$ cat src/rtl/lcd_bus_responder_if.sv
// HD44780-style 8-bit LCD bus as seen between the writer and the panel model.
// The writer drives enable/select/data; the panel answers on the read path.
interface lcd_bus_responder_if;
  logic       lcd_en;
  logic       lcd_rs;
  logic       lcd_rw;
  logic [7:0] lcd_data_in;
  logic [7:0] lcd_data_out;
  logic       lcd_data_oe;

  modport master (
    output lcd_en, lcd_rs, lcd_rw, lcd_data_in,
    input  lcd_data_out, lcd_data_oe
  );

  modport slave (
    input  lcd_en, lcd_rs, lcd_rw, lcd_data_in,
    output lcd_data_out, lcd_data_oe
  );
endinterface

$ cat src/rtl/lcd_bus_responder.sv
// On-chip HD44780-style LCD model: decodes bus transactions, keeps a 2x16
// frame buffer, and answers busy/address/data reads.
module lcd_bus_responder #(
  parameter int CMD_CYCLES   = 40,
  parameter int CLEAR_CYCLES = 1600
) (
  input  logic               clk,
  input  logic               reset,
  lcd_bus_responder_if.slave bus,
  input  logic [4:0]         rd_addr,
  output logic [7:0]         rd_char,
  output logic [6:0]         cursor_addr,
  output logic               busy,
  output logic               display_on,
  output logic               cursor_on,
  output logic               blink_on,
  output logic               wr_strobe,
  output logic               cmd_error,
  output logic               overrun
);

  localparam int MAXC = (CLEAR_CYCLES > CMD_CYCLES) ?
                        CLEAR_CYCLES : CMD_CYCLES;
  localparam int CW   = $clog2(MAXC + 1);

  typedef enum logic [1:0] {IDLE, CLEAR, WAIT} state_e;

  logic          en_s1_q, en_s2_q, en_d_q;
  logic          cap_rs_q, cap_rs_d;
  logic          cap_rw_q, cap_rw_d;
  logic [7:0]    cap_data_q, cap_data_d;
  state_e        state_q, state_d;
  logic [CW-1:0] cnt_q, cnt_d;
  logic [4:0]    idx_q, idx_d;
  logic          busy_q, busy_d;
  logic [6:0]    addr_q, addr_d;
  logic          id_q, id_d;
  logic          disp_q, disp_d;
  logic          cur_q, cur_d;
  logic          blink_q, blink_d;
  logic          wr_strobe_q, wr_strobe_d;
  logic          cmd_error_q, cmd_error_d;
  logic          overrun_q, overrun_d;
  logic          oe_q, oe_d;
  logic [7:0]    dout_q, dout_d;
  logic [7:0]    rd_char_q, rd_char_d;

  logic [7:0]    mem_q [32];
  logic          mem_we;
  logic [4:0]    mem_idx;
  logic [7:0]    mem_wdata;

  logic          fall;
  logic          go_cmd, go_long, go_clear;
  logic [7:0]    cur_char;
  logic [7:0]    d;

  function automatic logic [6:0] step(input logic [6:0] a,
                                      input logic       inc);
    logic [6:0] r;
    if (inc)
      r = (a == 7'h27) ? 7'h40 :
          (a == 7'h67) ? 7'h00 : a + 7'd1;
    else
      r = (a == 7'h00) ? 7'h67 :
          (a == 7'h40) ? 7'h27 : a - 7'd1;
    return r;
  endfunction

  function automatic logic on_screen(input logic [6:0] a);
    return a[5:4] == 2'b00;
  endfunction

  function automatic logic addr_ok(input logic [6:0] a);
    return (a <= 7'h27) || (a >= 7'h40 && a <= 7'h67);
  endfunction

  assign fall     = en_d_q & ~en_s2_q;
  assign d        = cap_data_q;
  assign cur_char = on_screen(addr_q) ?
                    mem_q[{addr_q[6], addr_q[3:0]}] : 8'h20;

  always_comb begin
    cap_rs_d    = en_s2_q ? bus.lcd_rs      : cap_rs_q;
    cap_rw_d    = en_s2_q ? bus.lcd_rw      : cap_rw_q;
    cap_data_d  = en_s2_q ? bus.lcd_data_in : cap_data_q;
    state_d     = state_q;
    cnt_d       = cnt_q;
    idx_d       = idx_q;
    busy_d      = busy_q;
    addr_d      = addr_q;
    id_d        = id_q;
    disp_d      = disp_q;
    cur_d       = cur_q;
    blink_d     = blink_q;
    wr_strobe_d = 1'b0;
    cmd_error_d = 1'b0;
    overrun_d   = 1'b0;
    mem_we      = 1'b0;
    mem_idx     = idx_q;
    mem_wdata   = 8'h20;
    go_cmd      = 1'b0;
    go_long     = 1'b0;
    go_clear    = 1'b0;
    rd_char_d   = mem_q[rd_addr];

    // Read drive opens one stage into the synchronizer so data is
    // on the bus two cycles after en rises and drops three after it falls.
    oe_d   = (en_s1_q | en_s2_q) & bus.lcd_rw;
    dout_d = 8'h00;
    if (oe_d)
      dout_d = bus.lcd_rs ? cur_char : {busy_q, addr_q};

    unique case (state_q)
      CLEAR: begin
        mem_we = 1'b1;
        idx_d  = idx_q + 5'd1;
        if (cnt_q != '0)
          cnt_d = cnt_q - CW'(1);
        if (idx_q == 5'd31) begin
          if (cnt_q == '0) begin
            state_d = IDLE;
            busy_d  = 1'b0;
          end else begin
            state_d = WAIT;
          end
        end
      end
      WAIT: begin
        if (cnt_q == '0) begin
          state_d = IDLE;
          busy_d  = 1'b0;
        end else begin
          cnt_d = cnt_q - CW'(1);
        end
      end
      default: ;
    endcase

    if (fall) begin
      if (cap_rw_q) begin
        if (cap_rs_q)
          addr_d = step(addr_q, id_q);
      end else if (busy_q) begin
        overrun_d = 1'b1;
      end else if (cap_rs_q) begin
        if (on_screen(addr_q)) begin
          mem_we      = 1'b1;
          mem_idx     = {addr_q[6], addr_q[3:0]};
          mem_wdata   = d;
          wr_strobe_d = 1'b1;
        end
        addr_d = step(addr_q, id_q);
        go_cmd = 1'b1;
      end else begin
        unique case (1'b1)
          d[7]: begin
            go_cmd = 1'b1;
            if (addr_ok(d[6:0]))
              addr_d = d[6:0];
            else
              cmd_error_d = 1'b1;
          end
          d[7:6] == 2'b01: begin
            go_cmd      = 1'b1;
            cmd_error_d = 1'b1;
          end
          d[7:5] == 3'b001: begin
            go_cmd      = 1'b1;
            cmd_error_d = ~(d[4] & d[3]);
          end
          d[7:4] == 4'b0001: begin
            go_cmd = 1'b1;
            if (!d[3])
              addr_d = step(addr_q, d[2]);
          end
          d[7:3] == 5'b00001: begin
            go_cmd  = 1'b1;
            disp_d  = d[2];
            cur_d   = d[1];
            blink_d = d[0];
          end
          d[7:2] == 6'b000001: begin
            go_cmd = 1'b1;
            id_d   = d[1];
          end
          d[7:1] == 7'b0000001: begin
            go_long = 1'b1;
            addr_d  = 7'h00;
          end
          d == 8'h01: begin
            go_clear = 1'b1;
            addr_d   = 7'h00;
            id_d     = 1'b1;
          end
          default: ;
        endcase
      end
    end

    if (go_clear) begin
      state_d = CLEAR;
      idx_d   = 5'd0;
      cnt_d   = CW'(CLEAR_CYCLES - 1);
      busy_d  = 1'b1;
    end else if (go_long) begin
      state_d = WAIT;
      cnt_d   = CW'(CLEAR_CYCLES - 1);
      busy_d  = 1'b1;
    end else if (go_cmd) begin
      state_d = WAIT;
      cnt_d   = CW'(CMD_CYCLES - 1);
      busy_d  = 1'b1;
    end
  end

  always_ff @(posedge clk or negedge reset) begin
    if (!reset) begin
      en_s1_q     <= 1'b0;
      en_s2_q     <= 1'b0;
      en_d_q      <= 1'b0;
      cap_rs_q    <= 1'b0;
      cap_rw_q    <= 1'b0;
      cap_data_q  <= 8'h00;
      // Power-up behaves like a clear issued on the first edge.
      state_q     <= CLEAR;
      cnt_q       <= CW'(CLEAR_CYCLES);
      idx_q       <= 5'd0;
      busy_q      <= 1'b1;
      addr_q      <= 7'h00;
      id_q        <= 1'b1;
      disp_q      <= 1'b0;
      cur_q       <= 1'b0;
      blink_q     <= 1'b0;
      wr_strobe_q <= 1'b0;
      cmd_error_q <= 1'b0;
      overrun_q   <= 1'b0;
      oe_q        <= 1'b0;
      dout_q      <= 8'h00;
      rd_char_q   <= 8'h00;
    end else begin
      en_s1_q     <= bus.lcd_en;
      en_s2_q     <= en_s1_q;
      en_d_q      <= en_s2_q;
      cap_rs_q    <= cap_rs_d;
      cap_rw_q    <= cap_rw_d;
      cap_data_q  <= cap_data_d;
      state_q     <= state_d;
      cnt_q       <= cnt_d;
      idx_q       <= idx_d;
      busy_q      <= busy_d;
      addr_q      <= addr_d;
      id_q        <= id_d;
      disp_q      <= disp_d;
      cur_q       <= cur_d;
      blink_q     <= blink_d;
      wr_strobe_q <= wr_strobe_d;
      cmd_error_q <= cmd_error_d;
      overrun_q   <= overrun_d;
      oe_q        <= oe_d;
      dout_q      <= dout_d;
      rd_char_q   <= rd_char_d;
    end
  end

  always_ff @(posedge clk) begin
    if (mem_we)
      mem_q[mem_idx] <= mem_wdata;
  end

  assign bus.lcd_data_out = dout_q;
  assign bus.lcd_data_oe  = oe_q;
  assign rd_char          = rd_char_q;
  assign cursor_addr      = addr_q;
  assign busy             = busy_q;
  assign display_on       = disp_q;
  assign cursor_on        = cur_q;
  assign blink_on         = blink_q;
  assign wr_strobe        = wr_strobe_q;
  assign cmd_error        = cmd_error_q;
  assign overrun          = overrun_q;

endmodule

$ cat src/flat_wrapper.sv
// flat-port wrapper written by rule: the top's interface ports become plain ports
module lcd_bus_responder_flat 
#(
  parameter int CMD_CYCLES   = 40,
  parameter int CLEAR_CYCLES = 1600
)
  (clk, reset, rd_addr, rd_char, cursor_addr, busy, display_on, cursor_on, blink_on, wr_strobe, cmd_error, overrun, bus_lcd_en, bus_lcd_rs, bus_lcd_rw, bus_lcd_data_in, bus_lcd_data_out, bus_lcd_data_oe);
  lcd_bus_responder_if bus_i ();
  input  logic clk;
  input  logic reset;
  input  logic [4:0] rd_addr;
  output logic [7:0] rd_char;
  output logic [6:0] cursor_addr;
  output logic busy;
  output logic display_on;
  output logic cursor_on;
  output logic blink_on;
  output logic wr_strobe;
  output logic cmd_error;
  output logic overrun;
  input wire logic [$bits(bus_i.lcd_en)-1:0] bus_lcd_en;
  input wire logic [$bits(bus_i.lcd_rs)-1:0] bus_lcd_rs;
  input wire logic [$bits(bus_i.lcd_rw)-1:0] bus_lcd_rw;
  input wire logic [$bits(bus_i.lcd_data_in)-1:0] bus_lcd_data_in;
  output wire logic [$bits(bus_i.lcd_data_out)-1:0] bus_lcd_data_out;
  output wire logic [$bits(bus_i.lcd_data_oe)-1:0] bus_lcd_data_oe;
  assign bus_i.lcd_en = bus_lcd_en;
  assign bus_i.lcd_rs = bus_lcd_rs;
  assign bus_i.lcd_rw = bus_lcd_rw;
  assign bus_i.lcd_data_in = bus_lcd_data_in;
  assign bus_lcd_data_out = bus_i.lcd_data_out;
  assign bus_lcd_data_oe = bus_i.lcd_data_oe;
  lcd_bus_responder #(.CMD_CYCLES(CMD_CYCLES), .CLEAR_CYCLES(CLEAR_CYCLES)) u_core (.clk(clk), .reset(reset), .bus(bus_i), .rd_addr(rd_addr), .rd_char(rd_char), .cursor_addr(cursor_addr), .busy(busy), .display_on(display_on), .cursor_on(cursor_on), .blink_on(blink_on), .wr_strobe(wr_strobe), .cmd_error(cmd_error), .overrun(overrun));
endmodule
$ cat config.mk
export PLATFORM = sky130hd
export DESIGN_NAME = lcd_bus_responder_flat
export DESIGN_NICKNAME = d
export VERILOG_FILES = /design/src/rtl/lcd_bus_responder_if.sv /design/src/rtl/lcd_bus_responder.sv /design/src/flat_wrapper.sv
export SDC_FILE = /design/constraint.sdc
export NUM_CORES = 1
export LEC_CHECK = 0
export ABC_AREA = 1
export CORE_ASPECT_RATIO = 1.5
export CORE_MARGIN = 4
export CORE_UTILIZATION = 30
export DETAILED_ROUTE_END_ITERATION = 12
export SYNTH_ARGS = -nofsm -noshare
export SYNTH_HDL_FRONTEND = slang
export SYNTH_SLANG_ARGS = --single-unit
$ cat constraint.sdc
create_clock -name clk -period 2.85 [get_ports clk]
set_input_delay 0.57 -clock clk [delete_from_list [all_inputs] [get_ports clk]]
set_output_delay 0.57 -clock clk [all_outputs]
set_load 0.005 [all_outputs]
**Word level (Yosys, flattened, before mapping)**

Memory sizes are Yosys's and may differ from the RTL's. A register that Yosys moved wholly into a read port is not among the register bits.
Index checks and enable logic that the tools add are counted.
W data, S select, Z words.

- Add/subtract/negate cells: 4
- Order comparisons: 3
- Eq/ne operators: 21
- Mux-type cells: 85
- Bitwise operators: 9
- Reductions and logical operators: 19

Operators by type and width:

| kind | count |
|---|---|
| $mux W7 | 12 |
| $mux W8 | 8 |
| $mux W11 | 5 |
| $mux W1 | 41 |
| $mux W5 | 7 |
| $pmux W11 S2 | 1 |
| $pmux W7 S3 | 1 |
| $ne A5 B1 Y1 const B | 3 |
| $eq A7 B7 Y1 const B | 2 |
| $mux W2 | 6 |
| $logic_not A11 Y1 | 1 |
| $reduce_bool A11 Y1 | 1 |
| $sub A11 B1 Y11 const B | 1 |
| $reduce_and A5 Y1 | 2 |
| $eq A8 B1 Y1 const B | 1 |
| $add A7 B1 Y7 const B | 1 |
| $eq A7 B1 Y1 const B | 1 |
| $eq A7 B6 Y1 const B | 1 |
| $ge A7 B7 Y1 const B | 1 |
| $le A7 B6 Y1 const B | 1 |
| $le A7 B7 Y1 const B | 1 |
| $logic_not A7 Y1 | 1 |
| $sub A7 B1 Y7 const B | 1 |
| $eq A6 B1 Y1 const B | 1 |
| 28 further kinds | 40 |

- Bits in registers: 55
- RAM bits: 256
- Output and inout bits: 31
- Word-level logic and storage cells: 162
- Memories kept: 1

Memory list:

| memory | words | bits a word | rd ports | clocked after memory_dff | wr ports | RTL line | RTL |
|---|---|---|---|---|---|---|---|
| u_core.mem_q | 32 | 8 | 2 | 1 | 1 | lcd_bus_responder.sv:48 | `logic [7:0] mem_q [32];` |

**Longest topological paths before layout**

- Word-level depth: 10
- Depth in mapped cells: 14
- Mapped depth without buffers: 12

**Worst setup path before layout**

Ideal clock, no wire load.

- Path type: register -> register
- From: reg u_core.en_s2_q
- To: mem u_core.mem_q[0][6], data pin
- Arrival time: 1.778 ns
- Setup slack: 0.721 ns
- Cell stages (with the launch flop): 9
- Buffers on the path: 1
- Period minus slack after synthesis: 2.129 ns
- Cell sequence: dfrtp_1 -> inv_1 -> nand2_1 -> inv_1 -> nand2_2 -> clkinv_2 -> nand3_2 -> buf_4 -> nor2_1

- Cells in the longest elaborated chain, start to end: 3

Ends and longest elaborated chain:

| what | RTL line | RTL |
|---|---|---|
| from (decl) | lcd_bus_responder.sv:28 | `logic en_s1_q, en_s2_q, en_d_q;` |
| from (signal assigned) | lcd_bus_responder.sv:243 | `en_s2_q <= en_s1_q;` |
| $not A1 Y1 | lcd_bus_responder.sv:78 | `assign fall = en_d_q & ~en_s2_q;` |
| $and A1 B1 Y1 | lcd_bus_responder.sv:78 |  |
| $mux W8 | lcd_bus_responder.sv:140 | `if (fall) begin` |
| net u_core.mem_wdata[6] | lcd_bus_responder.sv:51 | `logic [7:0] mem_wdata;` |
| to (decl) | lcd_bus_responder.sv:48 |  |

The timed path passes the listed nets, and every way through them passes these cells.

**Worst setup path after layout**

- From: reg u_core.addr_q[0] (netlist: u_core.cursor_addr[0])
- To: out cursor_addr[0]

RTL lines:

| what | RTL line | RTL |
|---|---|---|
| from (decl) | lcd_bus_responder.sv:36 | `logic [6:0] addr_q, addr_d;` |
| from (signal assigned) | lcd_bus_responder.sv:252 | `addr_q <= addr_d;` |
| to (decl) | flat_wrapper.sv:13 | `output logic [6:0] cursor_addr;` |

No word-level cell between the ends.

==> out/qor.txt <==
Final-report hold violation count: 0
Leading area contributor after synthesis: edfxtp_1
Max Slew Vio Count: 0
Overall global routing resource usage: 0.174
Post-route insts no fill: 2,919
Core box area: 0.0560 mm2
WP data arrival: 1.96 ns
Area taken by multi-input logic gates: 0.00626 mm2
Most frequent cells after synthesis: 653 x nand2_1, 260 x inv_1, 256 x edfxtp_1, 190 x nor2_1, 176 x o21ai_0
Max_cap viols: 0
Antenna Nets Post-Route: 0
Final WS setup: 0.324 ns
Total congestion overflow: 0
Asr flop ratio synth: 0.197
Starting DRT DRC Count: 1,354
Bufs on Longest Clock Path: 3
Vias: 14,500
Combinational power share: 0.350
EDFF count, synth: 256
CTS tree: yes
Max stage delay on crit path: 0.62 ns
Avg Cell Area, Syn: 8.12 um2
DRC errors left: 0
Worst slew margin: 0.433
R2R Setup Slk: 0.34 ns
Max FO, Critical Path: 70
Synth warn: 0
Reg clk slew, reported paths: 0.06 ns
Setup crit start kind: flop
Placed cell count: 2,861
Die Span Y: 300 um
Skew-Pair Late Insertion Delay: 0.59 ns
RSZ-0062 raised after global routing: no
DIE AREA: 0.0607 mm2
RePlAce Congestion: 0.920
Cells after Synth: 2,097
Post-synth top flop: edfxtp_1
Family with the most delay on the worst path: buffers and inverters
Post-CTS Setup Repair Bufs: 0
Clock sink count: 319
Routed WL: 54,700 um
Initial core utilization: 0.304
Overall Power: 14.7 mW
FILL cells: 5,805
Synthesized area: 0.0170 mm2
Count leader, synth: nand2_1
Yosys cell types: 40
Final Util: 0.351
Pin count of the biggest net entering global routing: 88
Die width: 203 um
Synth area leaders: edfxtp_1 45%, nand2_1 14%, dfrtp_1 8.4%
CTS Buf Count: 31
Final Cycle Share: 0.886
Initial antenna violation count: 1
Dpl hpwl: 37,200 um
Setup Viol. Count Final: 0
Vias per inst: 4.96
Clk_skew: 0.0246 ns
I/O Pins: 49
Cell Int Power: 9.14 mW
Worst setup EP type: output pin
Diode count: 0
H-tree lvl count: 1
WS Path Type: flop to output pin
Setup tns final: 0 ns
Pwr dens: 749 mW/mm2
Static Leak: 8.46 nW
IO Port Bufs: 48
Net Switching: 5.57 mW
Syn-to-layout area delta: 15.4%
Clock Power Share: 0.280
Fmax: 396 MHz
Drt wl/cell: 18.7 um
Row cnt: 106
Post-layout min period: 2.53 ns
Req. time, crit path: 2.28 ns
Crit-path slowest cell: clkdlybuf4s50_1
Seq pwr share: 0.370
CTS Hold Buffers Added: 0
Post-synthesis sequential area ratio: 0.544
Seq cells post-synth: 319
CP Buf/Inv Count: 2
First-pass DRT Iterations: 6
Post_cts resized: 0
Sw Ratio: 0.379
Seq. cell area: 0.00928 mm2
Nets: 2,163
Layout cells sized above 1: 0.0781
Clock tree root driver cell: clkbuf_16
First-pass GRT wire length: 83,600 um
Peak VDD IR: 0.000496 V
Worst slack, placed: 0.120 ns
Worst min path class: input port to async pin
Slew @ Worst Pin: 0.851 ns
Crit-path cells: buf_12 > clkdlybuf4s50_1
Area share of the largest cell type after synthesis: 0.451
Vias in the first global route: 14,300
Status: complete, no violations
Syn_nets: 2,122
==> per-layer routing <==
metal / vias up / global-route usage / part of all wire
met5: - / 0 / 0.00013
met4: 2 / 0.0780 / 0.051
li1: 6912 / - / -
met1: 6841 / 0.205 / 0.38
met3: 143 / 0.0276 / 0.067
met2: 588 / 0.312 / 0.50
==> flip-flops by register name, summed over array words and instances (netlist names), 2 cells and up <==
register,count
u_core.bus.lcd_data_out,8
u_core.idx_q,5
u_core.mem_q,256
u_core.rd_char,8
u_core.cursor_addr,7
u_core.state_q,2
u_core.cap_data_q,8
u_core.cnt_q,11
==> kinds of logic (layout without fill, tap and decap cells) <==
kind of cell | count (synthesis) | in the layout | synth area share
AOI/OAI and AO/OA | 354 | 354 | 0.113
adders and majority gates | 7 | 7 | 0.00514
xor gates and xnor gates | 4 | 4 | 0.00206
DFF | 319 | 319 | 0.544
and+or+nand+nor | 1034 | 1034 | 0.246
buffers and inverters | 379 | 445 | 0.0896
==> final cells by class <==
type	count	area share
clock buffer	40	0.0454
clock inverter	18	0.00617
inverter	267	0.0511
multi-input combinational	1399	0.318
sequential	319	0.472
tap	756	0.0481
timing repair buffer	120	0.0591
==> power groups by stage <==
stage | logic [mW] | clock network [mW] | registers [mW]
6_report | 5.16 | 4.12 | 5.44
5_1_grt | 5.70 | 4.39 | 5.47
4_1_cts | 5.14 | 4.20 | 5.43
3_5_place_dp | 5.11 | 0 | 5.53
3_3_place_gp | 5.07 | 0 | 5.52
2_1_floorplan | 3.40 | 0 | 5.42
==> placed cells by master (no fill, tap or decap), types with 4 or more instances in the layout <==
| cell | n |
|---|---|
| clkbuf_1 | 4 |
| dfstp_2 | 6 |
| o21ai_2 | 5 |
| buf_4 | 62 |
| a21oi_1 | 113 |
| nor3_1 | 6 |
| nor2_1 | 183 |
| clkinv_2 | 9 |
| clkdlybuf4s50_1 | 45 |
| o211ai_1 | 18 |
| o21ai_1 | 10 |
| inv_2 | 6 |
| a211oi_1 | 21 |
| nand2_1 | 653 |
| clkinv_1 | 7 |
| dfrtp_1 | 55 |
| o21ai_0 | 176 |
| nor2_2 | 11 |
| nand3_2 | 7 |
| clkbuf_16 | 34 |
| nand4_1 | 6 |
| edfxtp_1 | 256 |
| inv_1 | 258 |
| buf_12 | 12 |
| ha_1 | 7 |
| nand3_1 | 161 |
==> worst paths after layout <==
kind                                        from                    end  depth (start not counted)
setup / recovery           u_core.cursor_addr[0]         cursor_addr[0]                          2
hold / removal                             reset       u_core.cmd_error                          2
setup reg to reg                  u_core.en_s2_q    u_core.mem_q[22][5]                         12
hold reg to reg                   u_core.en_s1_q         u_core.en_s2_q                          0
max in group asynchronous                  reset  u_core.cursor_addr[0]                          2
min in group clk                  u_core.en_s1_q         u_core.en_s2_q                          0
==> per-stage QoR <==
step	hold slack, ns	area [um2]
floorplan	0.274	17000
global placement	0.371	18600
detailed placement	0.366	18600
CTS	0.194	19700
global route	0.224	19700
finish	0.166	19700
No activity file was read; power rests on OpenSTA's default activity.
